<file path="config.mk">
export PLATFORM = sky130hd
export DESIGN_NAME = pong_game_ctrl
export DESIGN_NICKNAME = d
export VERILOG_FILES = /design/src/rtl/pong_pkg.sv /design/src/rtl/pong_start_edge.sv /design/src/rtl/pong_game_ctrl.sv
export SDC_FILE = /design/constraint.sdc
export NUM_CORES = 1
export LEC_CHECK = 0
export CAP_MARGIN = 25
export CORE_ASPECT_RATIO = 1.1
export CORE_UTILIZATION = 45
export DETAILED_ROUTE_END_ITERATION = 12
export PLACE_DENSITY = 0.83
export SYNTH_ARGS = -nofsm -noshare
export SYNTH_HDL_FRONTEND = slang
export SYNTH_SLANG_ARGS = --single-unit
</file>
<file path="constraint.sdc">
create_clock -name i_Clk -period 2.1 [get_ports i_Clk]
set_input_delay 0.42 -clock i_Clk [delete_from_list [all_inputs] [get_ports i_Clk]]
set_output_delay 0.42 -clock i_Clk [all_outputs]
set_load 0.01 [all_outputs]
</file>
<file path="src/rtl/pong_pkg.sv">
// Shared Pong definitions: controller state encoding, coordinate/score widths
// and the default playfield geometry used by the ball, paddle and game stages.
package pong_pkg;

    localparam int unsigned COORD_W       = 6;
    localparam int unsigned SCORE_W       = 4;

    localparam int unsigned GAME_WIDTH    = 40;
    localparam int unsigned GAME_HEIGHT   = 30;
    localparam int unsigned PADDLE_HEIGHT = 6;
    localparam int unsigned SCORE_LIMIT   = 9;

    typedef enum logic [2:0] {
        ST_IDLE       = 3'd0,
        ST_RUNNING    = 3'd1,
        ST_POINT      = 3'd2,
        ST_SERVE_WAIT = 3'd3,
        ST_GAME_OVER  = 3'd4
    } game_state_e;

endpackage

</file>
<file path="src/rtl/pong_start_edge.sv">
// Start button edge detector: registers the (already debounced) start level and
// emits a registered one-cycle pulse when it is sampled high after being low.
// Ports:
//   i_Clk, i_Rst   clock, asynchronous active-high reset
//   i_Start        start button level
//   o_Start_Pulse  one-cycle registered rising-edge pulse
module pong_start_edge (
    input  logic i_Clk,
    input  logic i_Rst,
    input  logic i_Start,
    output logic o_Start_Pulse
);

    logic start_q;
    logic pulse_q;
    logic pulse_d;

    assign pulse_d = i_Start & ~start_q;

    // Start history and pulse registers.
    always_ff @(posedge i_Clk or posedge i_Rst) begin
        if (i_Rst) begin
            start_q <= 1'b0;
            pulse_q <= 1'b0;
        end else begin
            start_q <= i_Start;
            pulse_q <= pulse_d;
        end
    end

    assign o_Start_Pulse = pulse_q;

endmodule

</file>
<file path="src/rtl/pong_game_ctrl.sv">
// Pong game-level controller: detects misses at the goal columns, keeps both
// scores, gates the ball/paddle stages with o_Game_On and declares the winner.
// Optional feature macro: PONG_AUTO_SERVE_EN (serve automatically after a
// non-final point instead of waiting for a new start edge).
// Ports:
//   i_Clk, i_Rst                 clock, asynchronous active-high reset
//   i_Start                      debounced start level
//   i_Ball_X, i_Ball_Y           ball position in tiles
//   i_Paddle_Y_P1, i_Paddle_Y_P2 top row of left / right paddle
//   o_Game_On                    ball/paddle enable (high only while running)
//   o_P1_Score, o_P2_Score       per-player scores
//   o_Game_Over, o_Winner        winner declared / which player (1 = P2)
module pong_game_ctrl
    import pong_pkg::*;
#(
    parameter int unsigned c_GAME_WIDTH    = GAME_WIDTH,
    parameter int unsigned c_GAME_HEIGHT   = GAME_HEIGHT,
    parameter int unsigned c_PADDLE_HEIGHT = PADDLE_HEIGHT,
    parameter int unsigned c_SCORE_LIMIT   = SCORE_LIMIT,
    parameter int unsigned c_SERVE_DLY     = 50000000
) (
    input  logic               i_Clk,
    input  logic               i_Rst,
    input  logic               i_Start,
    input  logic [COORD_W-1:0] i_Ball_X,
    input  logic [COORD_W-1:0] i_Ball_Y,
    input  logic [COORD_W-1:0] i_Paddle_Y_P1,
    input  logic [COORD_W-1:0] i_Paddle_Y_P2,
    output logic               o_Game_On,
    output logic [SCORE_W-1:0] o_P1_Score,
    output logic [SCORE_W-1:0] o_P2_Score,
    output logic               o_Game_Over,
    output logic               o_Winner
);

    // Paddle bounds are one bit wider so a paddle near the bottom never wraps.
    localparam int unsigned YEXT_W = COORD_W + 1;

    // Reject parameter sets the datapath widths cannot represent.
    if (c_SCORE_LIMIT < 1 || c_SCORE_LIMIT > 15 || c_SERVE_DLY < 1 ||
        c_PADDLE_HEIGHT < 1 || c_GAME_WIDTH < 2 || c_GAME_WIDTH > 64 ||
        c_GAME_HEIGHT > 64) begin : g_bad_cfg
        $error("pong_game_ctrl: parameter out of range");
    end

    logic start_pulse;

    pong_start_edge u_start_edge (
        .i_Clk         (i_Clk),
        .i_Rst         (i_Rst),
        .i_Start       (i_Start),
        .o_Start_Pulse (start_pulse)
    );

    // Miss detection; P1 takes priority in the FSM.
    logic [YEXT_W-1:0] p1_hi_c;
    logic [YEXT_W-1:0] p2_hi_c;
    logic              miss_p1_c;
    logic              miss_p2_c;

    assign p1_hi_c   = {1'b0, i_Paddle_Y_P1} + YEXT_W'(c_PADDLE_HEIGHT - 1);
    assign p2_hi_c   = {1'b0, i_Paddle_Y_P2} + YEXT_W'(c_PADDLE_HEIGHT - 1);
    assign miss_p1_c = (i_Ball_X == '0) &&
                       ((i_Ball_Y < i_Paddle_Y_P1) || ({1'b0, i_Ball_Y} > p1_hi_c));
    assign miss_p2_c = (i_Ball_X == COORD_W'(c_GAME_WIDTH - 1)) &&
                       ((i_Ball_Y < i_Paddle_Y_P2) || ({1'b0, i_Ball_Y} > p2_hi_c));

    game_state_e        state_q, state_d;
    logic [SCORE_W-1:0] p1_q, p1_d;
    logic [SCORE_W-1:0] p2_q, p2_d;
    logic               over_q, over_d;
    logic               winner_q, winner_d;
    logic               game_on_q, game_on_d;
    logic               at_limit_c;

    assign at_limit_c = (p1_q == SCORE_W'(c_SCORE_LIMIT)) ||
                        (p2_q == SCORE_W'(c_SCORE_LIMIT));

`ifdef PONG_AUTO_SERVE_EN
    localparam int unsigned CNT_W = (c_SERVE_DLY > 1) ? $clog2(c_SERVE_DLY) : 1;
    logic [CNT_W-1:0] cnt_q, cnt_d;
`endif

    // State, score and output registers.
    always_ff @(posedge i_Clk or posedge i_Rst) begin
        if (i_Rst) begin
            state_q   <= ST_IDLE;
            p1_q      <= '0;
            p2_q      <= '0;
            over_q    <= 1'b0;
            winner_q  <= 1'b0;
            game_on_q <= 1'b0;
`ifdef PONG_AUTO_SERVE_EN
            cnt_q     <= '0;
`endif
        end else begin
            state_q   <= state_d;
            p1_q      <= p1_d;
            p2_q      <= p2_d;
            over_q    <= over_d;
            winner_q  <= winner_d;
            game_on_q <= game_on_d;
`ifdef PONG_AUTO_SERVE_EN
            cnt_q     <= cnt_d;
`endif
        end
    end

    // Next-state and next-output logic.
    always_comb begin
        state_d  = state_q;
        p1_d     = p1_q;
        p2_d     = p2_q;
        over_d   = over_q;
        winner_d = winner_q;
`ifdef PONG_AUTO_SERVE_EN
        cnt_d    = cnt_q;
`endif
        case (state_q)
            ST_IDLE: begin
                if (start_pulse) state_d = ST_RUNNING;
            end
            ST_RUNNING: begin
                if (miss_p1_c) begin
                    p2_d    = p2_q + SCORE_W'(1);
                    state_d = ST_POINT;
                end else if (miss_p2_c) begin
                    p1_d    = p1_q + SCORE_W'(1);
                    state_d = ST_POINT;
                end
            end
            ST_POINT: begin
                if (at_limit_c) begin
                    state_d  = ST_GAME_OVER;
                    over_d   = 1'b1;
                    winner_d = (p2_q == SCORE_W'(c_SCORE_LIMIT));
                end else begin
`ifdef PONG_AUTO_SERVE_EN
                    state_d = ST_SERVE_WAIT;
                    cnt_d   = '0;
`else
                    state_d = ST_IDLE;
`endif
                end
            end
`ifdef PONG_AUTO_SERVE_EN
            ST_SERVE_WAIT: begin
                if (cnt_q == CNT_W'(c_SERVE_DLY - 1)) state_d = ST_RUNNING;
                else cnt_d = cnt_q + CNT_W'(1);
            end
`endif
            ST_GAME_OVER: begin
                if (start_pulse) begin
                    state_d  = ST_RUNNING;
                    p1_d     = '0;
                    p2_d     = '0;
                    over_d   = 1'b0;
                    winner_d = 1'b0;
                end
            end
            default: state_d = ST_IDLE;
        endcase
        game_on_d = (state_d == ST_RUNNING);
    end

    assign o_Game_On   = game_on_q;
    assign o_P1_Score  = p1_q;
    assign o_P2_Score  = p2_q;
    assign o_Game_Over = over_q;
    assign o_Winner    = winner_q;

endmodule

</file>
Word-level counts from Yosys, hierarchy flattened. Index checks and enable logic that the tools add are counted.

Register bits: 16. Input bits: 27. Output and inout port bits: 11. Word-level logic and storage cells: 59.

Add/sub/neg operators: 4. Order comparisons: 4. Equality and inequality tests: 12. Mux-type cells: 16. Bitwise gates (word level): 2. Reduce and logical (&&, ||, !) cells: 13.

Operator list (number): 4-bit 2-to-1 mux (4); 4-bit one-hot mux with 2 select lines (2); 6-bit by 3-bit adder with 7-bit output (second input constant) (2); 6-bit by 7-bit greater-than comparator with 1-bit output (2); 6-bit less-than comparator (2); 3-bit 2-to-1 mux (4); 3-bit one-hot mux with 3 select lines (1); 4-bit by 1-bit adder with 4-bit output (second input constant) (2); 4-bit equality test (second input constant) (2); 2-bit inequality test (second input constant) (4); 3-bit by 1-bit equality test with 1-bit output (second input constant) (2); 6-bit equality test (second input constant) (1); 6-bit logical NOT (1); 3-bit AND reduction (2); 1-bit one-hot mux with 2 select lines (2); 4-bit AND reduction (1); 2-bit nonzero test (2); 3-bit by 2-bit equality test with 1-bit output (second input constant) (1); 3-bit equality test (second input constant) (1); 3-bit logical NOT (1); 1-bit logical OR (3); 1-bit 2-to-1 mux (3); 1-bit logical AND (2); 2-bit by 1-bit inequality test with 1-bit output (second input constant) (1); other kinds (3) (3).

Longest topological paths before layout. Gate-level depths: netlist of the first run.

Depth after elaboration: 8. Depth in mapped cells: 10. Depth with buffers taken out: 10.

By module. From an unflattened synthesis of the first run, not the netlist that was laid out.

Cell total of the unflattened synthesis: 170. Area, all modules: 1539.0 sq um.

By module, submodules not included: pong_game_ctrl (times used 1, cells an instance 166, area an instance 1471.4 sq um, sequential area each 350.3 sq um); pong_start_edge (times used 1, cells an instance 4, area an instance 67.6 sq um, sequential area each 50.0 sq um).

Worst setup path before layout of the first run. Ideal clock, no wire load.

Path type: input -> register. From: input port i_Paddle_Y_P2[0]. To: register p1_q[0] (netlist: o_P1_Score[0]). Setup time: 0.079 ns. Arrival: 2.264 ns. Required time: 2.021 ns. Setup slack: -0.244 ns. Stages on the path: 9. Buffers on the path: 0. Cells stage by stage: ha_1 -> o21ai_0 -> xnor2_1 -> ha_1 -> and3_1 -> a221o_1 -> a32o_1 -> nand3_1 -> mux2i_1.

Cells in the longest elaborated chain, start to end: 6. Elaborated cells on any way between the ends: 7. Classes of those cells: 1 x add/sub; 2 x order compare; 1 x eq/ne; 3 x reduce/logical.

RTL lines: start: declaration (line pong_game_ctrl.sv:28) `input logic [COORD_W-1:0] i_Paddle_Y_P2,`; 6-bit by 3-bit adder with 7-bit output (line pong_game_ctrl.sv:62) `assign p2_hi_c = {1'b0, i_Paddle_Y_P2} + YEXT_W'(c_PADDLE_HEIGHT - 1);`; 6-bit by 7-bit greater-than comparator with 1-bit output (line pong_game_ctrl.sv:66) `((i_Ball_Y < i_Paddle_Y_P2) || ({1'b0, i_Ball_Y} > p2_hi_c));`; 1-bit logical OR (*) (line pong_game_ctrl.sv:66); 1-bit logical AND (*) (line pong_game_ctrl.sv:65) `assign miss_p2_c = (i_Ball_X == COORD_W'(c_GAME_WIDTH - 1)) &&`; 2-bit inequality test (no line) (*); 4-bit AND reduction (no line) (*); end signal: assignment (line pong_game_ctrl.sv:98) `p1_q <= p1_d;`; end: declaration (line pong_game_ctrl.sv:69) `logic [SCORE_W-1:0] p1_q, p1_d;`.

Mark *: on every way between the ends. The rest lies on a longest branch, timed or not. A chain may end at the register's enable or synchronous reset.

Worst setup path in the final report of the first run.
From: input port i_Paddle_Y_P1[1]. To: register p2_q[3] (netlist: o_P2_Score[3]).

Cells in the longest elaborated chain, start to end: 6. Elaborated cells on any way between the ends: 7. Classes of those cells: 1 x add/sub; 2 x order compare; 1 x eq/ne; 3 x reduce/logical.

RTL lines: start: declaration (line pong_game_ctrl.sv:27) `input logic [COORD_W-1:0] i_Paddle_Y_P1,`; 6-bit by 3-bit adder with 7-bit output (line pong_game_ctrl.sv:61) `assign p1_hi_c = {1'b0, i_Paddle_Y_P1} + YEXT_W'(c_PADDLE_HEIGHT - 1);`; 6-bit by 7-bit greater-than comparator with 1-bit output (line pong_game_ctrl.sv:64) `((i_Ball_Y < i_Paddle_Y_P1) || ({1'b0, i_Ball_Y} > p1_hi_c));`; 1-bit logical OR (*) (line pong_game_ctrl.sv:64); 1-bit logical AND (*) (line pong_game_ctrl.sv:63) `assign miss_p1_c = (i_Ball_X == '0) &&`; 2-bit inequality test (no line) (*); 3-bit AND reduction (no line) (*); end signal: assignment (line pong_game_ctrl.sv:99) `p2_q <= p2_d;`; end: declaration (line pong_game_ctrl.sv:70) `logic [SCORE_W-1:0] p2_q, p2_d;`.

Marks and branches as above.

==> qor.yml, run 1 <==
synth_ff_type: "dfrtp_1"
antenna_found_initial: 0
synth_top_family_by_area: "adder cells"
synth_nets: 225
fp-row-count: 21
cap_viol_max_count: 0
yosysSeqAreaShare_pct: 26.7
violations: "DRC, setup timing"
grt_max_degree: 17
finalMaxSlewViolations: 0
via_per_inst: 5.43
nNetsFinal: 293
area_growth_pct: 53.5
synthAdderAreaFrac_pct: 25.0
leakage_nw: 1.17
place_ws_ns: -0.928
powerDensity_nw_per_um2: 653
synth_xor_area_share_pct: 4.67
dpl.cell_count: 257
yosysWarningCount: 0
dieArea_sq_um: 3570
yosysUniqueCellTypes: 37
worstMarginPinSlew_ns: 0.603
grt_pass1_wl_microns: 6690
dieHeight_microns: 62.6
grt_pass1_vias: 1598
async_reset_ff_share_pct: 100
diodes: 0
root_buffer: "clkbuf_4"
worstSetupPathType: "in2reg"
clk_pin_slew_ns: 0.09
htreeDepth: 1
min_period_ns: 2.18
hold_buffers: 0
synth_simple_gate_area_share_pct: 17.9
final_antenna_net_count: 0
final.period_utilization_pct: 104
gp_congestion: 0.817
syn_area_sq_um: 1500
place.detailed.hpwl_microns: 3010
fin_util_pct: 74.3
synth_seq_cells: 16
cts_tree: "built"
slew_headroom_pct: 59.8
io_pins: 38
crit_fanout: 4
fmax_ghz: 0.460
drive_above_1_share_pct: 30.2
synth_mux_area_share_pct: 4.67
synth_top_area_cell: "dfrtp_1"
yosys-top-cells-area: "dfrtp_1 (27%), ha_1 (25%), inv_1 (5.0%)"
synth_enable_flop_cells: 0
cp-end-kind: "flop"
clock_sinks: 16
hp-class: "reg2reg"
drcViolationCount: 8
wl_microns: 4010
die_w_microns: 57.1
vias: 1461
synthCells: 168
wl_per_cell_microns: 14.9
startpoint_type: "primary input"
initial_core_util_pct: 48.4
setup_slack_ns: -0.0760
synth_top_area_share_pct: 26.7
finalSetupViolCount: 10
insertion_delay_ns: 0.27
synth.most_common_cell: "ha_1"
synth_common_cells: "ha_1 (30), inv_1 (20), dfrtp_1 (16)"
synth_compound_area_share_pct: 15.8
crit_arrival_ns: 2.38
io_buffers: 37
firstDrtPassIters: 8
required_ns: 2.30
numCtsBuffers: 3
status: "finished, violations left"
ir_worst_vdd_mv: 0.747
final_cells: 269
rsz0062_at_grt: "true"
skew_ns: 0.000998
fp.coreArea_sq_um: 3100
clk_path_buf_depth: 2
grtUsageTotal_pct: 23.0
hold_viol: 0
avgSynthCellArea_sq_um: 8.93
n_fill_cell: 221
grt.overflow.total: 0
drt_iter0_drc: 58
-- layout by cell type, fill, tap and decap left out, types with 3 or more instances in the layout --
cell type | synthesis | routed
inv_1 | 20 | 15
dfrtp_1 | 16 | 16
a21oi_2 | 0 | 4
clkdlybuf4s50_1 | 0 | 15
clkbuf_4 | 0 | 3
buf_2 | 0 | 4
nor2_1 | 7 | 6
buf_6 | 0 | 3
o21ai_1 | 1 | 3
a21o_1 | 3 | 3
buf_4 | 0 | 23
inv_2 | 0 | 5
xnor2_1 | 6 | 5
dlygate4sd2_1 | 0 | 12
o21a_1 | 3 | 3
nand2_1 | 15 | 15
nand3_1 | 5 | 3
o21ai_0 | 7 | 3
ha_4 | 0 | 3
a21oi_1 | 8 | 3
ha_1 | 30 | 27
mux2i_1 | 7 | 7
buf_8 | 0 | 4
nand4_1 | 3 | 3
nand2b_1 | 4 | 4
-- area by class of cell --
class,count,area (sq um),share of cell area (%)
multi-input cells,131,1170,50.8
repair buffers,64,578,25.1
flip-flops and latches,16,400,17.4
inverters,20,75.1,3.26
well taps,34,42.5,1.85
clock buffers,4,36.3,1.58
-- metrics by stage --
stage	instance area [sq um]	hold slack, ns	TNS (ns)	total power [mW]
3_3_place_gp	2120	0.384	-8.35	1.20
4_1_cts	2280	0.406	-0.436	1.50
2_1_floorplan	1560	0.334	-0.626	0.877
5_1_grt	2300	0.409	-1.48	1.62
6_report	2300	0.403	-0.552	1.50
3_5_place_dp	2120	0.395	-9.43	1.25
-- logic make-up (layout without fill, tap and decap cells) --
kind of cell | count (synthesis) | in the layout
compound gates | 35 | 35
xor+xnor | 8 | 8
fa+ha+maj | 30 | 30
buf+inv | 21 | 88
flops | 16 | 16
mux | 7 | 7
simple gates | 51 | 51
-- routing by layer --
metal	vias up	wire length (microns)	GRT usage (%)
met1	685	1720	26.0
li1	739	-	-
met5	-	0	0
met2	35	2130	45.9
met3	2	151	2.28
met4	0	16	3.35
-- power by group --
part	total, mW	switching [mW]	internal, mW
combinational	0.801	0.372	0.429
sequential	0.509	0.107	0.402
clock	0.194	0.0888	0.105
total	1.50	0.568	0.937
-- worst max-delay path, cell delays in order --
cell     delay [ns]
buf_8          0.10
ha_4           0.16
o21ai_2        0.12
xnor2_1        0.09
ha_1           0.33
nand3_2        0.11
buf_4          0.11
o21ai_1        0.06
o31a_1         0.39
buf_6          0.16
a211o_2        0.25
o21ai_1        0.07
-- flip-flops by register name, indices dropped and copies added, names as in the netlist --
signal / cells
u_start_edge.start_q: 1
o_Game_Over: 1
state_q: 3
o_P1_Score: 4
o_Winner: 1
o_P2_Score: 4
u_start_edge.o_Start_Pulse: 1
o_Game_On: 1
-- path summary, 6_finish.rpt --
kind	start	endpoint	slack [ns]	cells past startpoint
max	i_Paddle_Y_P1[1]	o_P2_Score[3]	-0.08	12
min	u_start_edge.start_q	u_start_edge.o_Start_Pulse	0.40	1
max reg2reg	state_q[1]	o_P2_Score[2]	0.74	4
min reg2reg	u_start_edge.start_q	u_start_edge.o_Start_Pulse	0.40	1
max in group asynchronous	i_Rst	state_q[2]	1.20	2
min in group asynchronous	i_Rst	u_start_edge.o_Start_Pulse	0.52	2
-- what timing repair did --
action	CTS	global route
endpoints found under the setup margin	11	11
gates resized for setup	80	5
setup buffers	7	1
pin swaps	29	11
No activity file was read; power rests on OpenSTA's default activity.
==> run 2, diff against run 1 <==
--- a/config.mk
+++ b/config.mk
@@ -10,6 +10,7 @@
 export CORE_UTILIZATION = 45
 export DETAILED_ROUTE_END_ITERATION = 12
 export PLACE_DENSITY = 0.83
+export SLEW_MARGIN = 20
 export SYNTH_ARGS = -nofsm -noshare
 export SYNTH_HDL_FRONTEND = slang
 export SYNTH_SLANG_ARGS = --single-unit
==> results of run 2 <==
The final DEF is identical to that of run 1; final timing and power are the same.
==> run 3, diff against run 2 <==
--- a/config.mk
+++ b/config.mk
@@ -9,6 +9,7 @@
 export CORE_ASPECT_RATIO = 1.1
 export CORE_UTILIZATION = 45
 export DETAILED_ROUTE_END_ITERATION = 12
+export GPL_ROUTABILITY_DRIVEN = 0
 export PLACE_DENSITY = 0.83
 export SLEW_MARGIN = 20
 export SYNTH_ARGS = -nofsm -noshare
==> results of run 3 <==
The final DEF is identical to that of run 1; final timing and power are the same.
